### config.mk
export PLATFORM = sky130hd
export DESIGN_NAME = vx_tcu_drl_mul_pipe
export DESIGN_NICKNAME = d
export VERILOG_FILES = /design/src/rtl/vx_tcu_drl_mul_pipe.sv
export SDC_FILE = /design/constraint.sdc
export NUM_CORES = 2
export LEC_CHECK = 0
export ABC_AREA = 0
export BUFFER_PORTS_ARGS = -buffer_cell sky130_fd_sc_hd__buf_2
export CAP_MARGIN = 20
export CORE_UTILIZATION = 40
export CTS_BUF_LIST = sky130_fd_sc_hd__clkbuf_8
export DETAILED_ROUTE_END_ITERATION = 10
export SLEW_MARGIN = 20
export SYNTH_ARGS = -nofsm -noshare
export SYNTH_HDL_FRONTEND = slang
export SYNTH_SLANG_ARGS = --single-unit
### constraint.sdc
create_clock -name clk -period 16.42 [get_ports clk]
set_input_delay 1.642 -clock clk [delete_from_list [all_inputs] [get_ports clk]]
set_output_delay 1.642 -clock clk [all_outputs]
set_load 0.02 [all_outputs]
### src/rtl/vx_tcu_drl_mul_pipe.sv
// TCU DRL shared multiplier stage: per-slot FP16/BF16/I8/U8 partial products,
// C-term packing, FP exception flags and a tag sideband, carried through an
// elastic valid/ready pipe of LATENCY register stages with a global stall.
module vx_tcu_drl_mul_pipe #(
    parameter int unsigned N       = 2,
    parameter int unsigned LATENCY = 2,
    parameter int unsigned TAG_W   = 8,
    localparam int unsigned TCK    = 2 * N
) (
    input  logic                    clk,
    input  logic                    reset,
    input  logic                    valid_in,
    output logic                    ready_in,
    input  logic [3:0]              fmt_s,
    input  logic [TCK-1:0]          vld_mask,
    input  logic [N*32-1:0]         a_row,
    input  logic [N*32-1:0]         b_col,
    input  logic [31:0]             c_val,
    input  logic [TAG_W-1:0]        tag_in,
    output logic                    valid_out,
    input  logic                    ready_out,
    output logic [(TCK+1)*25-1:0]   y,
    output logic                    exc_nan,
    output logic                    exc_inf,
    output logic [TAG_W-1:0]        tag_out
);

    localparam int unsigned YW = (TCK + 1) * 25;
    localparam int unsigned PW = TAG_W + 2 + YW;

    // Format IDs shared with the TCU package
    localparam logic [3:0] FMT_FP16 = 4'd1;
    localparam logic [3:0] FMT_BF16 = 4'd2;
    localparam logic [3:0] FMT_I8   = 4'd9;
    localparam logic [3:0] FMT_U8   = 4'd10;

    // Returns {zero, inf, nan, mantissa[10:0]}; BF16 mantissa sits in bits [7:0]
    function automatic logic [13:0] classify(input logic [15:0] h, input logic bf);
        logic       sub;
        logic       exp_ones;
        logic [9:0] frac;
        logic       zero;
        logic       inf;
        logic       nan;
        logic [10:0] mant;
        if (bf) begin
            sub      = (h[14:7] == 8'd0);
            exp_ones = &h[14:7];
            frac     = {3'b000, h[6:0]};
        end else begin
            sub      = (h[14:10] == 5'd0);
            exp_ones = &h[14:10];
            frac     = h[9:0];
        end
        zero = sub && (frac == 10'd0);
        inf  = exp_ones && (frac == 10'd0);
        nan  = exp_ones && (frac != 10'd0);
        if (zero)
            mant = 11'd0;
        else if (bf)
            mant = {3'b000, !sub, h[6:0]};
        else
            mant = {!sub, h[9:0]};
        return {zero, inf, nan, mant};
    endfunction

    // Returns {nan_flag, inf_flag, y_slot[24:0]} for one 16-bit half pair
    function automatic logic [26:0] slot_calc(input logic [3:0] fmt, input logic [15:0] ha,
                                              input logic [15:0] hb, input logic act);
        logic        is_bf;
        logic        is_fp;
        logic [13:0] ca;
        logic [13:0] cb;
        logic [21:0] prod;
        logic        sgn;
        logic [16:0] sa0, sa1, sb0, sb1;
        logic [16:0] s_sum;
        logic [16:0] u_sum;
        logic [24:0] ys;
        logic        nan;
        logic        inf;
        is_bf = (fmt == FMT_BF16);
        is_fp = (fmt == FMT_FP16) || is_bf;
        ca    = classify(ha, is_bf);
        cb    = classify(hb, is_bf);
        prod  = 22'(ca[10:0]) * 22'(cb[10:0]);
        sgn   = ha[15] ^ hb[15];
        sa0   = {{9{ha[7]}}, ha[7:0]};
        sa1   = {{9{ha[15]}}, ha[15:8]};
        sb0   = {{9{hb[7]}}, hb[7:0]};
        sb1   = {{9{hb[15]}}, hb[15:8]};
        s_sum = sa0 * sb0 + sa1 * sb1;
        u_sum = 17'(ha[7:0]) * 17'(hb[7:0]) + 17'(ha[15:8]) * 17'(hb[15:8]);
        ys    = 25'd0;
        nan   = 1'b0;
        inf   = 1'b0;
        if (act) begin
            case (fmt)
                FMT_FP16: ys = {sgn, prod, 2'b00};
                FMT_BF16: ys = {sgn, prod[15:0], 8'h00};
                FMT_I8:   ys = {{8{s_sum[16]}}, s_sum};
                FMT_U8:   ys = {8'h00, u_sum};
                default:  ys = 25'd0;
            endcase
            if (is_fp) begin
                nan = ca[11] | cb[11] | (ca[12] & cb[13]) | (ca[13] & cb[12]);
                inf = ca[12] | cb[12];
            end
        end
        return {nan, inf, ys};
    endfunction

    logic               en;
    logic [YW-1:0]      comb_y;
    logic               comb_nan;
    logic               comb_inf;
    logic [26:0]        slot_r;
    logic [PW-1:0]      data_d;
    logic [LATENCY-1:0] vld_q;
    logic [PW-1:0]      data_q [LATENCY];
    logic               unused_c_bits;

    // Whole pipe advances together; a held output freezes every stage
    assign en       = !vld_q[LATENCY-1] || ready_out;
    assign ready_in = en;

    // Slot products, flag reduction and C-term packing for the incoming beat
    always_comb begin
        comb_y   = '0;
        comb_nan = 1'b0;
        comb_inf = 1'b0;
        slot_r   = '0;
        for (int i = 0; i < int'(TCK); i++) begin
            slot_r = slot_calc(fmt_s, a_row[(i/2)*32 + (i%2)*16 +: 16],
                               b_col[(i/2)*32 + (i%2)*16 +: 16], vld_mask[i]);
            comb_y[i*25 +: 25] = slot_r[24:0];
            comb_nan = comb_nan | slot_r[26];
            comb_inf = comb_inf | slot_r[25];
        end
        comb_y[TCK*25 +: 25] = fmt_s[3] ? c_val[24:0] : {c_val[31], 1'b1, c_val[22:0]};
    end

    assign data_d        = {tag_in, comb_nan, comb_inf, comb_y};
    assign unused_c_bits = ^c_val[30:25];

    // Stage registers: reset flushes every beat, en gates all movement
    always_ff @(posedge clk) begin
        if (reset) begin
            vld_q <= '0;
            for (int s = 0; s < int'(LATENCY); s++)
                data_q[s] <= '0;
        end else if (en) begin
            vld_q[0]  <= valid_in;
            data_q[0] <= data_d;
            for (int s = 1; s < int'(LATENCY); s++) begin
                vld_q[s]  <= vld_q[s-1];
                data_q[s] <= data_q[s-1];
            end
        end
    end

    assign valid_out = vld_q[LATENCY-1];
    assign {tag_out, exc_nan, exc_inf, y} = data_q[LATENCY-1];

endmodule

* After elaboration in Yosys (flattened, before gate mapping)
Memories as Yosys holds them, arrays and structs flattened.
Cells that the tools add are included.
** Word-level totals
- Bits in registers :: 2
- Bits in latches :: 0
- Memory bits (writable) :: 270
- ROM bits :: 0
- Word-level logic and storage cells :: 225
- Memories :: 1
** Memories
- data_q :: words 2, bits a word 135, rd ports 2, clocked after Yosys merged registers in 0, write ports 2, RTL line 120 : logic [PW-1:0] data_q [LATENCY];
** Operators by class
- Add/sub/neg operators :: 8
- $mul :: 20
- Divide/modulo/power cells :: 0
- Magnitude comparators :: 0
- Equality and inequality tests :: 4
- Shift operators :: 0
- Muxes and demuxes :: 72
- Bitwise logic cells :: 36
- Reduce and logical (&&, ||, !) cells :: 83
** Operator list (number)
- 25-bit one-hot mux with 4 select lines :: 4
- 135-bit 2-to-1 mux :: 2
- 8-bit by 8-bit multiplier with 16-bit output :: 16
- 11-bit 2-to-1 mux :: 16
- 16-bit by 16-bit adder with 17-bit output :: 8
- 25-bit 2-to-1 mux :: 5
- 11-bit by 11-bit multiplier with 22-bit output :: 4
- 10-bit zero test :: 8
- 10-bit 2-to-1 mux :: 8
- 10-bit nonzero test :: 8
- 8-bit zero test :: 8
- 8-bit AND reduction :: 8
- 5-bit zero test :: 8
- 5-bit AND reduction :: 8
- 1-bit 2-to-1 mux :: 37
- 1-bit logical AND :: 24
- 1-bit OR :: 24
- 1-bit zero test :: 9
- 1-bit AND :: 8
- 4-bit equality test (second input constant) :: 2
- 4-bit by 1-bit equality test with 1-bit output (second input constant) :: 1
- 4-bit by 2-bit equality test with 1-bit output (second input constant) :: 1
- 1-bit XOR :: 4
- 1-bit logical OR :: 2

* Depth between registers and ports, before layout
- Depth after elaboration :: 13
- Depth in mapped cells :: 26

* Worst setup path before layout
Ideal clock, no wire load.
- Kind :: input -> register
- Start :: input port reset
- End :: memory data_q[0][0] (netlist name), enable pin
- Library setup time :: 681 ps
- Data arrival time :: 8101 ps
- Data required time :: 15739 ps
- Path slack :: 7638 ps
- Stages on the path :: 1
- Path buffers :: 0
- Cell sequence :: nand2b_1
** RTL lines
- from (decl) :: RTL line 11 : input logic reset,
- to (decl) :: RTL line 120

==> flow_metrics.tcl <==
set metrics [dict create \
    drt-pass1-iter-count 7 \
    async_reset_ff_frac 0 \
    wl_microns 170000 \
    grt_usage 0.228 \
    fillers 14713 \
    critPathArrivalTime_ns 8.76 \
    cts_tree "yes" \
    multi_input_area_sq_um 45100 \
    yosysWarnings 0 \
    cts_root_buf "clkbuf_8" \
    num_vias 43603 \
    hold_ws_ns 0.464 \
    wl_met2_microns 79100 \
    clock_sinks 272 \
    worstSetupEndpointType "flop" \
    ios 317 \
    area_growth_pct 5.62 \
    drtAntennaViolNets 0 \
    wl_met3_microns 11200 \
    min_period_ns 8.46 \
    grt_overflow 0 \
    layout.nets 8309 \
    post-cts-setup-buffer-count 0 \
    core_area_sq_um 150000 \
    clockBufferDepth 3 \
    syn_inst 6376 \
    rows 142 \
    grt_pass1_wl_microns 268000 \
    crit_required_ns 16.72 \
    slew_violations 0 \
    clock.fmax_mhz 118 \
    die_area_sq_um 153000 \
    drt-initial-drc-count 3066 \
    clock_latency_ns 0.62 \
    antenna_found_initial 17 \
    path_class "in2reg" \
    final_common_cell "inv_1" \
    port_buffers 310 \
    fp.dieW_microns 391 \
    netlist_area_sq_um 60600 \
    min_period_over_period 0.515 \
    synth_cell_types 81 \
    synth_edf_count 270 \
    grt_max_degree 100 \
    drive_above_1_share 0.0672 \
    via_per_inst 5.16 \
    cp-start-kind "input pin" \
    ys_ff_latch 272 \
    min_path_type "reg2reg" \
    yosysSeqAreaShare 0.134 \
    hold_violations 0 \
    max_cap_violations 0 \
    relSlewSlack 0.335 \
    ys.flop_type "edfxtp_1" \
    wire_per_inst_microns 20.1 \
    syn_area_per_cell_sq_um 9.51 \
    drcViolationCount 0 \
    top_layer_used "met5" \
    cts_buffers 46 \
    crit_fanout 33 \
    m1WireLength_microns 74900 \
    start_util 0.404 \
    synth_fp_nets 8288 \
    ff_latch_area_sq_um 8150 \
    h-tree-depth 2 \
    path_clk_slew_ns 0.06 \
    cts_resized 0 \
    place.gp.congestion 0.905 \
    hpwlAfterDp_microns 135000 \
    finClkSkew_ns 0.0354 \
    worst_pin_slew_ns 0.995 \
    fin_tns_setup_ns 0 \
    setup_viol 0 \
    ctsHoldBuffers 0 \
    first_global_vias 46585 \
    grt_setup_unrepaired "false" \
    status "finished, final reports clean" \
    layout_common_cells "inv_1 (1478), fa_1 (1140), and2_1 (606)" \
    die_y_microns 391 \
]
worst max-delay path, cell delays in order:
cell,delay [ns]
buf_2,0.11
nand2b_1,0.25
or3_4,0.57
buf_4,0.34
o21bai_1,0.74
nand2_1,0.18
fa_1,0.56
inv_1,0.05
fa_1,0.51
inv_1,0.06
fa_1,0.53
inv_1,0.05
fa_1,0.48
inv_1,0.05
fa_1,0.47
inv_1,0.04
ha_1,0.33
a2111oi_0,0.40
o21ai_1,0.16
a41o_1,0.30
a21oi_1,0.21
o21ai_1,0.14
a211o_1,0.30
mux2i_1,0.16
a31oi_1,0.10
layout make-up:
type,instances,share of cell area
Clock buffer,46,0.00989
Timing Repair Buffer,335,0.0272
Clock inverter,37,0.00473
Sequential cell,272,0.127
Tap cell,2016,0.0394
Multi-Input combinational cell,4272,0.705
Antenna cell,10,0.000391
Inverter,1470,0.0862
through the flow:
stage	std cells	worst slack [ns]	area, sq um	util
final	8458	7.96	64000	0.427
after global routing	8448	7.64	64000	0.426
after CTS	8448	8.08	64000	0.426
after detailed placement	8365	7.41	63100	0.420
after global placement	8365	7.51	63100	0.420
after floorplan	6376	7.64	60600	-
cells in the mapped netlist, drive strengths merged, types with 22 or more instances:
cell type	number	area (sq um)
inv	1470	5520
fa	1140	22800
and2	609	3810
ha	592	7410
nand2	517	1940
edfxtp	270	8110
clkbuf	221	830
nor2	178	668
a21oi	161	806
buf	141	1030
xnor2	130	1140
and3	119	744
o21ai	100	500
nand2b	71	444
nand3	62	310
a31oi	58	378
nor3	55	275
xor2	53	464
a21o	51	383
a22oi	31	233
or3	23	144
o21bai	22	165
final timing paths:
path | start | to | slack, ns | cells after the start
worst max-delay path | fmt_s[0] | data_q[0][72] | 7.96 | 25
worst min-delay path | vld_q[0] | vld_q[0] | 0.46 | 2
worst max register to register | vld_q[1] | data_q[0][194] | 13.21 | 4
worst min register to register | vld_q[0] | vld_q[0] | 0.46 | 2
sequential cells by signal, indices dropped and copies added (netlist names):
register / flops
vld_q: 2
data_q: 270
layer usage:
metal / up-vias / global-route usage
met5: - / 0
met4: 10 / 0.0551
met3: 225 / 0.0297
met2: 1458 / 0.371
met1: 22197 / 0.320
li1: 19713 / -
cells by family (layout without fill, tap and decap cells):
kind of cell    Yosys count  in the layout  share of synthesized area
xor+xnor                183            183                     0.0264
fa+ha+maj              1732           1732                      0.499
other cells               0             10                          0
mux                      17             17                    0.00299
flops                   272            272                      0.134
simple gates           1718           1718                      0.147
compound gates          622            622                     0.0688
buf+inv                1832           1888                      0.122
Power is left out: the tool's default activity adds up to more than one toggle a clock period on the data nets, which glitch-free logic cannot reach.
